==> src/rtl/rx_packet_framer_if.sv <==
// Transceiver RX word stream in, framed payload stream and link statistics out.
// The framer takes the slave view; the driving environment takes the master view.
interface rx_packet_framer_if;
    logic [1:0]  rx_syncstatus;
    logic [1:0]  rx_datak;
    logic [15:0] rx_data;
    logic        link_up;
    logic [15:0] out_data;
    logic        out_valid;
    logic        out_sop;
    logic        out_eop;
    logic        out_err;
    logic [6:0]  pkt_len;
    logic [15:0] pkt_count;
    logic [15:0] err_count;

    modport master (
        output rx_syncstatus, rx_datak, rx_data,
        input  link_up, out_data, out_valid, out_sop, out_eop, out_err,
        input  pkt_len, pkt_count, err_count
    );

    modport slave (
        input  rx_syncstatus, rx_datak, rx_data,
        output link_up, out_data, out_valid, out_sop, out_eop, out_err,
        output pkt_len, pkt_count, err_count
    );
endinterface

==> src/rtl/rx_packet_framer.sv <==
// RX framing stage: qualifies link sync, strips K-idles, finds start/cont/end markers,
// enforces payload length limits and keeps link statistics. Single clock rx_std_clkout.
module rx_packet_framer #(
    parameter logic [15:0] START_WORD  = 16'hDEAD,
    parameter logic [15:0] CONT_WORD   = 16'hBEEF,
    parameter logic [15:0] END_WORD    = 16'h7FFF,
    parameter int unsigned MIN_LEN     = 121,
    parameter int unsigned MAX_LEN     = 126,
    parameter int unsigned LOCK_CYCLES = 16
) (
    input logic            rx_std_clkout,
    input logic            rst_n,
    rx_packet_framer_if.slave bus
);

    localparam int unsigned      LockW   = $clog2(LOCK_CYCLES + 1);
    localparam logic [LockW-1:0] LockMax = LockW'(LOCK_CYCLES);
    localparam logic [6:0]       MinLen  = 7'(MIN_LEN);
    localparam logic [6:0]       MaxLen  = 7'(MAX_LEN);

    if (MIN_LEN < 1 || MAX_LEN < MIN_LEN || MAX_LEN > 127) begin : g_bad_params
        $error("rx_packet_framer: need 1 <= MIN_LEN <= MAX_LEN <= 127");
    end

    typedef enum logic [1:0] {StIdle, StHunt, StPayload, StGap} state_e;

    state_e           state_q;
    logic [LockW-1:0] lock_cnt_q, lock_cnt_d;
    logic [6:0]       len_q;
    logic             link_up_d;
    logic             sync_ok;
    logic             qw;
    logic             sync_lost;

    function automatic logic [15:0] sat_inc(input logic [15:0] v);
        return (v == 16'hFFFF) ? v : v + 16'd1;
    endfunction

    always_comb begin
        sync_ok   = (bus.rx_syncstatus == 2'b11);
        qw        = bus.link_up && sync_ok && (bus.rx_datak == 2'b00);
        sync_lost = bus.link_up && !sync_ok;
        if (!sync_ok) begin
            lock_cnt_d = '0;
        end else if (lock_cnt_q == LockMax) begin
            lock_cnt_d = lock_cnt_q;
        end else begin
            lock_cnt_d = lock_cnt_q + LockW'(1);
        end
        link_up_d = (lock_cnt_d == LockMax);
    end

    always_ff @(posedge rx_std_clkout) begin
        if (!rst_n) begin
            state_q       <= StIdle;
            lock_cnt_q    <= '0;
            len_q         <= '0;
            bus.link_up   <= 1'b0;
            bus.out_data  <= '0;
            bus.out_valid <= 1'b0;
            bus.out_sop   <= 1'b0;
            bus.out_eop   <= 1'b0;
            bus.out_err   <= 1'b0;
            bus.pkt_len   <= '0;
            bus.pkt_count <= '0;
            bus.err_count <= '0;
        end else begin
            lock_cnt_q    <= lock_cnt_d;
            bus.link_up   <= link_up_d;
            bus.out_valid <= 1'b0;
            bus.out_sop   <= 1'b0;
            bus.out_eop   <= 1'b0;
            bus.out_err   <= 1'b0;
            if (sync_lost) begin
                // Only an open packet gets an errored eop; elsewhere the loss is just counted.
                state_q       <= StIdle;
                len_q         <= '0;
                bus.err_count <= sat_inc(bus.err_count);
                if (state_q == StPayload) begin
                    bus.out_eop <= 1'b1;
                    bus.out_err <= 1'b1;
                    bus.pkt_len <= len_q;
                end
            end else begin
                case (state_q)
                    StIdle: begin
                        if (link_up_d) state_q <= StHunt;
                    end
                    StHunt: begin
                        if (qw && bus.rx_data == START_WORD) begin
                            state_q <= StPayload;
                            len_q   <= '0;
                        end
                    end
                    StPayload: begin
                        if (qw) begin
                            if (bus.rx_data == END_WORD && len_q >= MinLen) begin
                                state_q       <= StGap;
                                bus.out_eop   <= 1'b1;
                                bus.pkt_len   <= len_q;
                                bus.pkt_count <= sat_inc(bus.pkt_count);
                            end else if (len_q == MaxLen) begin
                                state_q       <= StHunt;
                                bus.out_eop   <= 1'b1;
                                bus.out_err   <= 1'b1;
                                bus.pkt_len   <= MaxLen;
                                bus.err_count <= sat_inc(bus.err_count);
                            end else begin
                                bus.out_valid <= 1'b1;
                                bus.out_data  <= bus.rx_data;
                                bus.out_sop   <= (len_q == 7'd0);
                                len_q         <= len_q + 7'd1;
                            end
                        end
                    end
                    StGap: begin
                        if (qw) begin
                            len_q <= '0;
                            if (bus.rx_data == CONT_WORD || bus.rx_data == START_WORD) begin
                                state_q <= StPayload;
                            end else begin
                                state_q <= StHunt;
                            end
                        end
                    end
                    default: state_q <= StIdle;
                endcase
            end
        end
    end

endmodule

==> src/flat_wrapper.sv <==
// flat-port wrapper written by rule: the top's interface ports become plain ports
module rx_packet_framer_flat 
#(
    parameter logic [15:0] START_WORD  = 16'hDEAD,
    parameter logic [15:0] CONT_WORD   = 16'hBEEF,
    parameter logic [15:0] END_WORD    = 16'h7FFF,
    parameter int unsigned MIN_LEN     = 121,
    parameter int unsigned MAX_LEN     = 126,
    parameter int unsigned LOCK_CYCLES = 16
)
  (rx_std_clkout, rst_n, bus_rx_syncstatus, bus_rx_datak, bus_rx_data, bus_link_up, bus_out_data, bus_out_valid, bus_out_sop, bus_out_eop, bus_out_err, bus_pkt_len, bus_pkt_count, bus_err_count);
  rx_packet_framer_if bus_i ();
  input logic rx_std_clkout;
  input logic rst_n;
  input wire logic [$bits(bus_i.rx_syncstatus)-1:0] bus_rx_syncstatus;
  input wire logic [$bits(bus_i.rx_datak)-1:0] bus_rx_datak;
  input wire logic [$bits(bus_i.rx_data)-1:0] bus_rx_data;
  output wire logic [$bits(bus_i.link_up)-1:0] bus_link_up;
  output wire logic [$bits(bus_i.out_data)-1:0] bus_out_data;
  output wire logic [$bits(bus_i.out_valid)-1:0] bus_out_valid;
  output wire logic [$bits(bus_i.out_sop)-1:0] bus_out_sop;
  output wire logic [$bits(bus_i.out_eop)-1:0] bus_out_eop;
  output wire logic [$bits(bus_i.out_err)-1:0] bus_out_err;
  output wire logic [$bits(bus_i.pkt_len)-1:0] bus_pkt_len;
  output wire logic [$bits(bus_i.pkt_count)-1:0] bus_pkt_count;
  output wire logic [$bits(bus_i.err_count)-1:0] bus_err_count;
  assign bus_i.rx_syncstatus = bus_rx_syncstatus;
  assign bus_i.rx_datak = bus_rx_datak;
  assign bus_i.rx_data = bus_rx_data;
  assign bus_link_up = bus_i.link_up;
  assign bus_out_data = bus_i.out_data;
  assign bus_out_valid = bus_i.out_valid;
  assign bus_out_sop = bus_i.out_sop;
  assign bus_out_eop = bus_i.out_eop;
  assign bus_out_err = bus_i.out_err;
  assign bus_pkt_len = bus_i.pkt_len;
  assign bus_pkt_count = bus_i.pkt_count;
  assign bus_err_count = bus_i.err_count;
  rx_packet_framer #(.START_WORD(START_WORD), .CONT_WORD(CONT_WORD), .END_WORD(END_WORD), .MIN_LEN(MIN_LEN), .MAX_LEN(MAX_LEN), .LOCK_CYCLES(LOCK_CYCLES)) u_core (.rx_std_clkout(rx_std_clkout), .rst_n(rst_n), .bus(bus_i));
endmodule
==> config.mk <==
export PLATFORM = sky130hd
export DESIGN_NAME = rx_packet_framer_flat
export DESIGN_NICKNAME = d
export VERILOG_FILES = /design/src/rtl/rx_packet_framer_if.sv /design/src/rtl/rx_packet_framer.sv /design/src/flat_wrapper.sv
export SDC_FILE = /design/constraint.sdc
export NUM_CORES = 1
export LEC_CHECK = 0
export ABC_AREA = 1
export CORE_UTILIZATION = 56
export CTS_CLUSTER_DIAMETER = 200
export DETAILED_ROUTE_END_ITERATION = 10
export GPL_TIMING_DRIVEN = 0
export PLACE_DENSITY = 0.89
export SLEW_MARGIN = 20
export SYNTH_ARGS = -nofsm -noshare
export SYNTH_HDL_FRONTEND = slang
export SYNTH_SLANG_ARGS = --single-unit
export TNS_END_PERCENT = 100
==> constraint.sdc <==
create_clock -name rx_std_clkout -period 3.4 [get_ports rx_std_clkout]
set_input_delay 0.68 -clock rx_std_clkout [delete_from_list [all_inputs] [get_ports rx_std_clkout]]
set_output_delay 0.68 -clock rx_std_clkout [all_outputs]
set_load 0.01 [all_outputs]
==> results of run 1 <==
-- state kept, by name (all words and copies together) (netlist names), 2 cells and up --
name,flops
u_core.bus.err_count,16
u_core.bus.pkt_len,7
u_core.lock_cnt_q,5
u_core.len_q,7
u_core.state_q,2
u_core.bus.out_data,16
u_core.bus.pkt_count,16
-- cell families after synthesis --
kind of cell	after synthesis
buffers and inverters	97
AND/OR/NAND/NOR	308
flip-flops	74
XOR/XNOR	26
adder cells (fa/ha/maj)	8
AO/OA/AOI/OAI	93
-- area by class of cell --
cell class	count	area share [%]
multi-input cells	435	42.7
flip-flops and latches	74	27.9
repair buffers	81	15.3
inverters	81	5.72
clock buffers	10	2.59
well taps	96	2.26
clock inverters	6	2.10
plain buffers	16	1.53
-- how the worst min path moves through the flow --
stage / startpoint / to / slack (ps) / cells after the start
floorplan: u_core.bus.out_data[10]$_SDFFE_PN0P_ / u_core.bus.out_data[10]$_SDFFE_PN0P_ / 470 / 2
global placement: u_core.bus.out_data[13]$_SDFFE_PN0P_ / u_core.bus.out_data[13]$_SDFFE_PN0P_ / 430 / 2
detailed placement: u_core.bus.out_data[15]$_SDFFE_PN0P_ / u_core.bus.out_data[15]$_SDFFE_PN0P_ / 440 / 2
CTS: u_core.bus.out_data[15]$_SDFFE_PN0P_ / u_core.bus.out_data[15]$_SDFFE_PN0P_ / 450 / 2
global route: u_core.bus.out_data[9]$_SDFFE_PN0P_ / u_core.bus.out_data[9]$_SDFFE_PN0P_ / 470 / 2
finish: u_core.bus.out_data[10]$_SDFFE_PN0P_ / u_core.bus.out_data[10]$_SDFFE_PN0P_ / 450 / 2
-- routing by layer --
layer	vias to the layer above	part of all wire (%)	track usage, %	wire, um
li1	2148	-	-	-
met1	2012	43	35.0	4790
met2	184	48	50.7	5350
met3	25	7.4	6.13	824
met4	0	2.1	12.1	231
met5	-	0	0	0
-- through the flow --
stage	instance area, um2	util, %	hold slack, ps	setup slack, ps	std cells
detailed placement	5060	72.9	437	619	783
CTS	5310	76.5	448	955	799
global placement	5060	72.9	431	662	783
floorplan	4130	-	468	1540	606
finish	5310	76.5	447	943	799
global route	5310	76.5	469	802	799
-- cells in the mapped netlist (all sizes together) --
| master | count |
|---|---|
| nor4 | 1 |
| o211ai | 1 |
| nor3 | 20 |
| nand3b | 1 |
| inv | 80 |
| clkinv | 1 |
| dfxtp | 74 |
| nand3 | 58 |
| nand4 | 16 |
| buf | 9 |
| ha | 8 |
| nand2 | 133 |
| o21bai | 2 |
| xor2 | 18 |
| o21ai | 31 |
| nor2 | 78 |
| a21oi | 59 |
| clkbuf | 7 |
| xnor2 | 8 |
| and3 | 1 |
-- power by group through the flow --
stage | clock [mW] | sequential [mW] | combinational, mW
floorplan | 0 | 0.887 | 0.0322
global placement | 0 | 0.887 | 0.0713
detailed placement | 0 | 0.887 | 0.0730
CTS | 0.858 | 0.867 | 0.0742
global route | 0.899 | 0.867 | 0.0815
finish | 0.861 | 0.867 | 0.0759
-- tightest hold or removal path, cell delays in order, from the launching register on --
cell and delay, ps:
dfxtp_1 310, inv_1 50, a21oi_1 50
==> results_dict.tcl, run 1 <==
set metrics [dict create \
    start_util_pct 59.5 \
    clkPwrFrac_pct 47.7 \
    worstSetupPathDepth 10 \
    cts_sinks 74 \
    coreArea_um2 6940 \
    grtUsageTotal_pct 29.2 \
    n_fill_cell 512 \
    final-seq-area_um2 1480 \
    postCtsHoldBufs 0 \
    place.port_buffers 81 \
    end_kind "flop" \
    cts_setup_buffers 0 \
    pwr-share-seq_pct 48.1 \
    finalMaxSlewViolations 0 \
    fp.dieW_um 87.9 \
    grt_pass1_wl_um 17700 \
    crit_path_end "u_core.bus.pkt_count[6]$_SDFFE_PN0P_" \
    powerDensity_nw_per_um2 340 \
    drt_pass1_iterations 5 \
    ys_seq_area_share_pct 35.8 \
    synth.avg_cell_area_um2 6.82 \
    required_ps 3640 \
    drive_gt1_share_pct 9.10 \
    synthMuxAreaShare_pct 0 \
    cp_num_buf_inv 1 \
    synth_xor_xnor_area_share_pct 5.51 \
    cts.repair.resized 0 \
    syn_inst 606 \
    synthAdderAreaFrac_pct 2.42 \
    path_max_fanout 10 \
    crit_arrival_ps 2690 \
    reg2reg_to "u_core.bus.err_count[5]$_SDFFE_PN0P_" \
    path_cells "clkdlybuf4s50_1 -> nand2_1 -> nor2_1 -> nand2_1 -> nor3_1 -> nand3_1 -> nor2_4 -> nand2_2 -> nand2_1 -> a21oi_1" \
    clockBufferDepth 2 \
    max-vdd-ir-drop_mv 0.217 \
    drt_iter0_markers 265 \
    rsz0062_at_grt "no" \
    p_leak_nw 1.98 \
    reg2reg_depth 12 \
    final_cell_mix "nand2_1 (126), clkdlybuf4s50_1 (81), dfxtp_1 (74)" \
    yosysTopAreaCellShare_pct 35.8 \
    crit_type "in -> reg" \
    antenna_found_initial 0 \
    rows 30 \
    drc 0 \
    synth_compound_area_share_pct 12.3 \
    tns_ps 0 \
    antenna_left 0 \
    mappedNetlistNets 636 \
    synth_warnings 0 \
    gp_congestion 0.931 \
    syn-cell-area_um2 4130 \
    power_switching_mw 0.396 \
    finalSetupViolations 0 \
    wirelength_um 11200 \
    cp-start-kind "input pin" \
    crit_family "simple AND/OR/NAND/NOR gates" \
    cts_root_buf "clkbuf_8" \
    syn_to_final_growth_pct 28.5 \
    vias 4369 \
    tightest_slew_ps 702 \
    layout_commonest_cell "nand2_1" \
    finalClockSkew_ps 11.4 \
    insertion_delay_ps 360 \
    synth_cell_types 34 \
    nets 728 \
    grt_pass1_vias 4008 \
    reg2reg_from "u_core.len_q[1]$_SDFFE_PP0P_" \
    final-hold-violation-count 0 \
    outcome "finished clean" \
    max_stage_delay_ps 510 \
    cts_buffers 9 \
    grt_max_degree 14 \
    layout_min_cycle_time_ps 2460 \
    synthTopCellsByArea "dfxtp_1 (36%), nand2_1 (11%), nand3_1 (6.8%), inv_1 (6.4%), nor2_1 (6.2%)" \
    rrSetupSlack_ps 1390 \
    maxSlewHeadroom_pct 53.2 \
    htree_num_levels 3 \
    clk_pin_slew_ps 90 \
    synth_top_family_by_area "simple AND/OR/NAND/NOR gates" \
    hp-class "reg -> reg" \
    ys_ff_latch 74 \
    die_h_um 87.9 \
    routedWlPerCell_um 14.0 \
    crit_top_cell "nand2_1" \
    synth_largest_area_cell "dfxtp_1" \
    fin_crit_sh_pct 72.3 \
    maxCapViolations 0 \
    multiInputGateArea_um2 2270 \
    vias_per_cell 5.47 \
    grt-ovfl-total 0 \
    io_pins 82 \
    die-area_um2 7730 \
    netSwitchingFraction_pct 22.0 \
    worst_path_max_delay_cell "clkdlybuf4s50_1" \
    post-layout-total-power_mw 1.80 \
    cts_tree "yes" \
    p_int_mw 1.41 \
    dp_hpwl_um 8080 \
    startpoint "bus_rx_data[1]" \
    pwr-share-comb_pct 4.2 \
    timing.fmax_ghz 0.407 \
    synthSimpleGateAreaFrac_pct 34.6 \
    diodes 0 \
]
Power figures use the tool's default switching activity.
==> inputs of run 2 (changes only) <==
--- a/config.mk
+++ b/config.mk
@@ -6,11 +6,11 @@
 export NUM_CORES = 1
 export LEC_CHECK = 0
 export ABC_AREA = 1
-export CORE_UTILIZATION = 56
+export CORE_UTILIZATION = 47
 export CTS_CLUSTER_DIAMETER = 200
 export DETAILED_ROUTE_END_ITERATION = 10
 export GPL_TIMING_DRIVEN = 0
-export PLACE_DENSITY = 0.89
+export PLACE_DENSITY = 0.8
 export SLEW_MARGIN = 20
 export SYNTH_ARGS = -nofsm -noshare
 export SYNTH_HDL_FRONTEND = slang
==> constraint.sdc (replaced) <==
create_clock -name rx_std_clkout -period 2.21 [get_ports rx_std_clkout]
set_input_delay 0.442 -clock rx_std_clkout [delete_from_list [all_inputs] [get_ports rx_std_clkout]]
set_output_delay 0.442 -clock rx_std_clkout [all_outputs]
set_load 0.01 [all_outputs]
==> results_dict.tcl, run 2 (synthesized netlist as in run 1, its figures left out) <==
set metrics [dict create \
    outcome "finished clean" \
    timing.fmax_ghz 0.494 \
    die_h_um 95.8 \
    grt_pass1_wl_um 16600 \
    tightest_slew_ps 672 \
    crit_type "in -> reg" \
    gp_congestion 0.897 \
    maxCapViolations 0 \
    drt_pass1_iterations 5 \
    drive_gt1_share_pct 9.38 \
    cts_root_buf "clkbuf_8" \
    coreArea_um2 8380 \
    rows 33 \
    final-hold-violation-count 0 \
    fin_util_pct 63.2 \
    grtUsageTotal_pct 23.0 \
    start_util_pct 49.3 \
    pre_cts_slack_ps -384 \
    p_leak_nw 1.98 \
    clk_pin_slew_ps 70 \
    cts_buffers 9 \
    insertion_delay_ps 350 \
    powerDensity_nw_per_um2 482 \
    htree_num_levels 3 \
    antenna_found_initial 0 \
    cts_sinks 74 \
    crit_arrival_ps 2260 \
    final-seq-area_um2 1480 \
    grt-ovfl-total 0 \
    vias_per_cell 5.15 \
    maxSlewHeadroom_pct 55.2 \
    rsz0062_at_grt "no" \
    drt_iter0_markers 202 \
    place.port_buffers 81 \
    grt_pass1_vias 3718 \
    path_max_fanout 7 \
    finalMaxSlewViolations 0 \
    tns_ps 0 \
    required_ps 2450 \
    rrSetupSlack_ps 250 \
    wirelength_um 10300 \
    cp-start-kind "input pin" \
    fin_crit_sh_pct 91.6 \
    grt_max_degree 12 \
    layout_min_cycle_time_ps 2020 \
    placed_area_um2 5070 \
    layout_commonest_cell "nand2_1" \
    multiInputGateArea_um2 2270 \
    dp_hpwl_um 7810 \
    syn_to_final_growth_pct 28.2 \
    max-vdd-ir-drop_mv 0.245 \
    routedWlPerCell_um 12.7 \
    nets 730 \
    vias 4165 \
    fp.dieW_um 95.8 \
    drc 0 \
    final_area_um2 5300 \
    finalSetupViolations 0 \
    fin_ws_ps 186 \
    diodes 0 \
    end_kind "flop" \
    io_pins 82 \
    finalClockSkew_ps 11.6 \
    antenna_left 0 \
    reg.largest.list "u_core.bus.err_count x16, u_core.bus.out_data x16, u_core.bus.pkt_count x16" \
    hp-class "reg -> reg" \
    clockBufferDepth 2 \
    die-area_um2 9170 \
    final_cell_mix "nand2_1 (126), clkdlybuf4s50_1 (81), dfxtp_1 (74)" \
    n_fill_cell 777 \
    cts_tree "yes" \
]
-- run 2: cell count changes in the layout (fill, tap and decap cells not counted) --
cell,before,now
clkbuf_8,10,12
nor3_2,1,2
clkbuf_2,0,1
nor3_1,18,17
clkinvlp_4,1,0
bufinv_16,3,1
buf_4,2,4
inv_6,1,0
-- run 2: what timing repair did --
action,in CTS,in global routing
resized for setup,1,2
hold buffers,0,0
pin swaps,0,1
buffers inserted,0,2
endpoints found under the setup margin,4,8
-- run 2: worst paths after layout --
check,from,to,cells after the start
max,bus_rx_data[3],u_core.bus.pkt_count[5]$_SDFFE_PN0P_,10
min,u_core.bus.out_data[11]$_SDFFE_PN0P_,u_core.bus.out_data[11]$_SDFFE_PN0P_,2
max reg2reg,u_core.bus.err_count[0]$_SDFFE_PN0P_,u_core.bus.err_count[10]$_SDFFE_PN0P_,10
min reg2reg,u_core.bus.out_data[11]$_SDFFE_PN0P_,u_core.bus.out_data[11]$_SDFFE_PN0P_,2
-- run 2: layout make-up --
| cell class | instances | area share, % |
|---|---|---|
| Inverter | 81 | 5.74 |
| Sequential cell | 74 | 28.0 |
| Timing Repair Buffer | 83 | 15.6 |
| Clock buffer | 13 | 3.19 |
| Clock inverter | 2 | 0.661 |
| Buffer | 16 | 1.56 |
| Multi-Input combinational cell | 435 | 42.8 |
| Tap cell | 105 | 2.48 |
-- run 2: worst max-delay path, stage by stage --
cell             delay (ps)
clkdlybuf4s50_1         480
nand2_1                  70
nor2_1                  200
nand2_1                 120
nor2_4                  180
nand2_4                 110
nor2_2                  240
nand2_1                 140
o21ai_0                 200
nor2_1                   70
-- run 2: power breakdown --
part / total, mW / switching, mW / internal [mW]
Clock: 1.11 / 0.501 / 0.608
Sequential: 1.33 / 0.00101 / 1.33
Combinational: 0.113 / 0.0627 / 0.0498
Total: 2.56 / 0.565 / 1.99
-- run 2: layer usage --
metal | part of all wire [%] | vias up | GRT usage [%]
li1 | - | 2143 | -
met1 | 46 | 1905 | 29.2
met2 | 49 | 106 | 40.2
met3 | 4.2 | 11 | 3.63
met4 | 1.0 | 0 | 6.59
met5 | 0 | - | 0
-- run 2: metrics by stage --
stage / power (mW) / cells / hold WS [ps]
2_1_floorplan: 1.41 / 606 / 468
3_3_place_gp: 1.47 / 792 / 432
3_5_place_dp: 1.48 / 792 / 437
4_1_cts: 2.57 / 807 / 447
5_1_grt: 2.64 / 809 / 471
6_report: 2.56 / 809 / 445
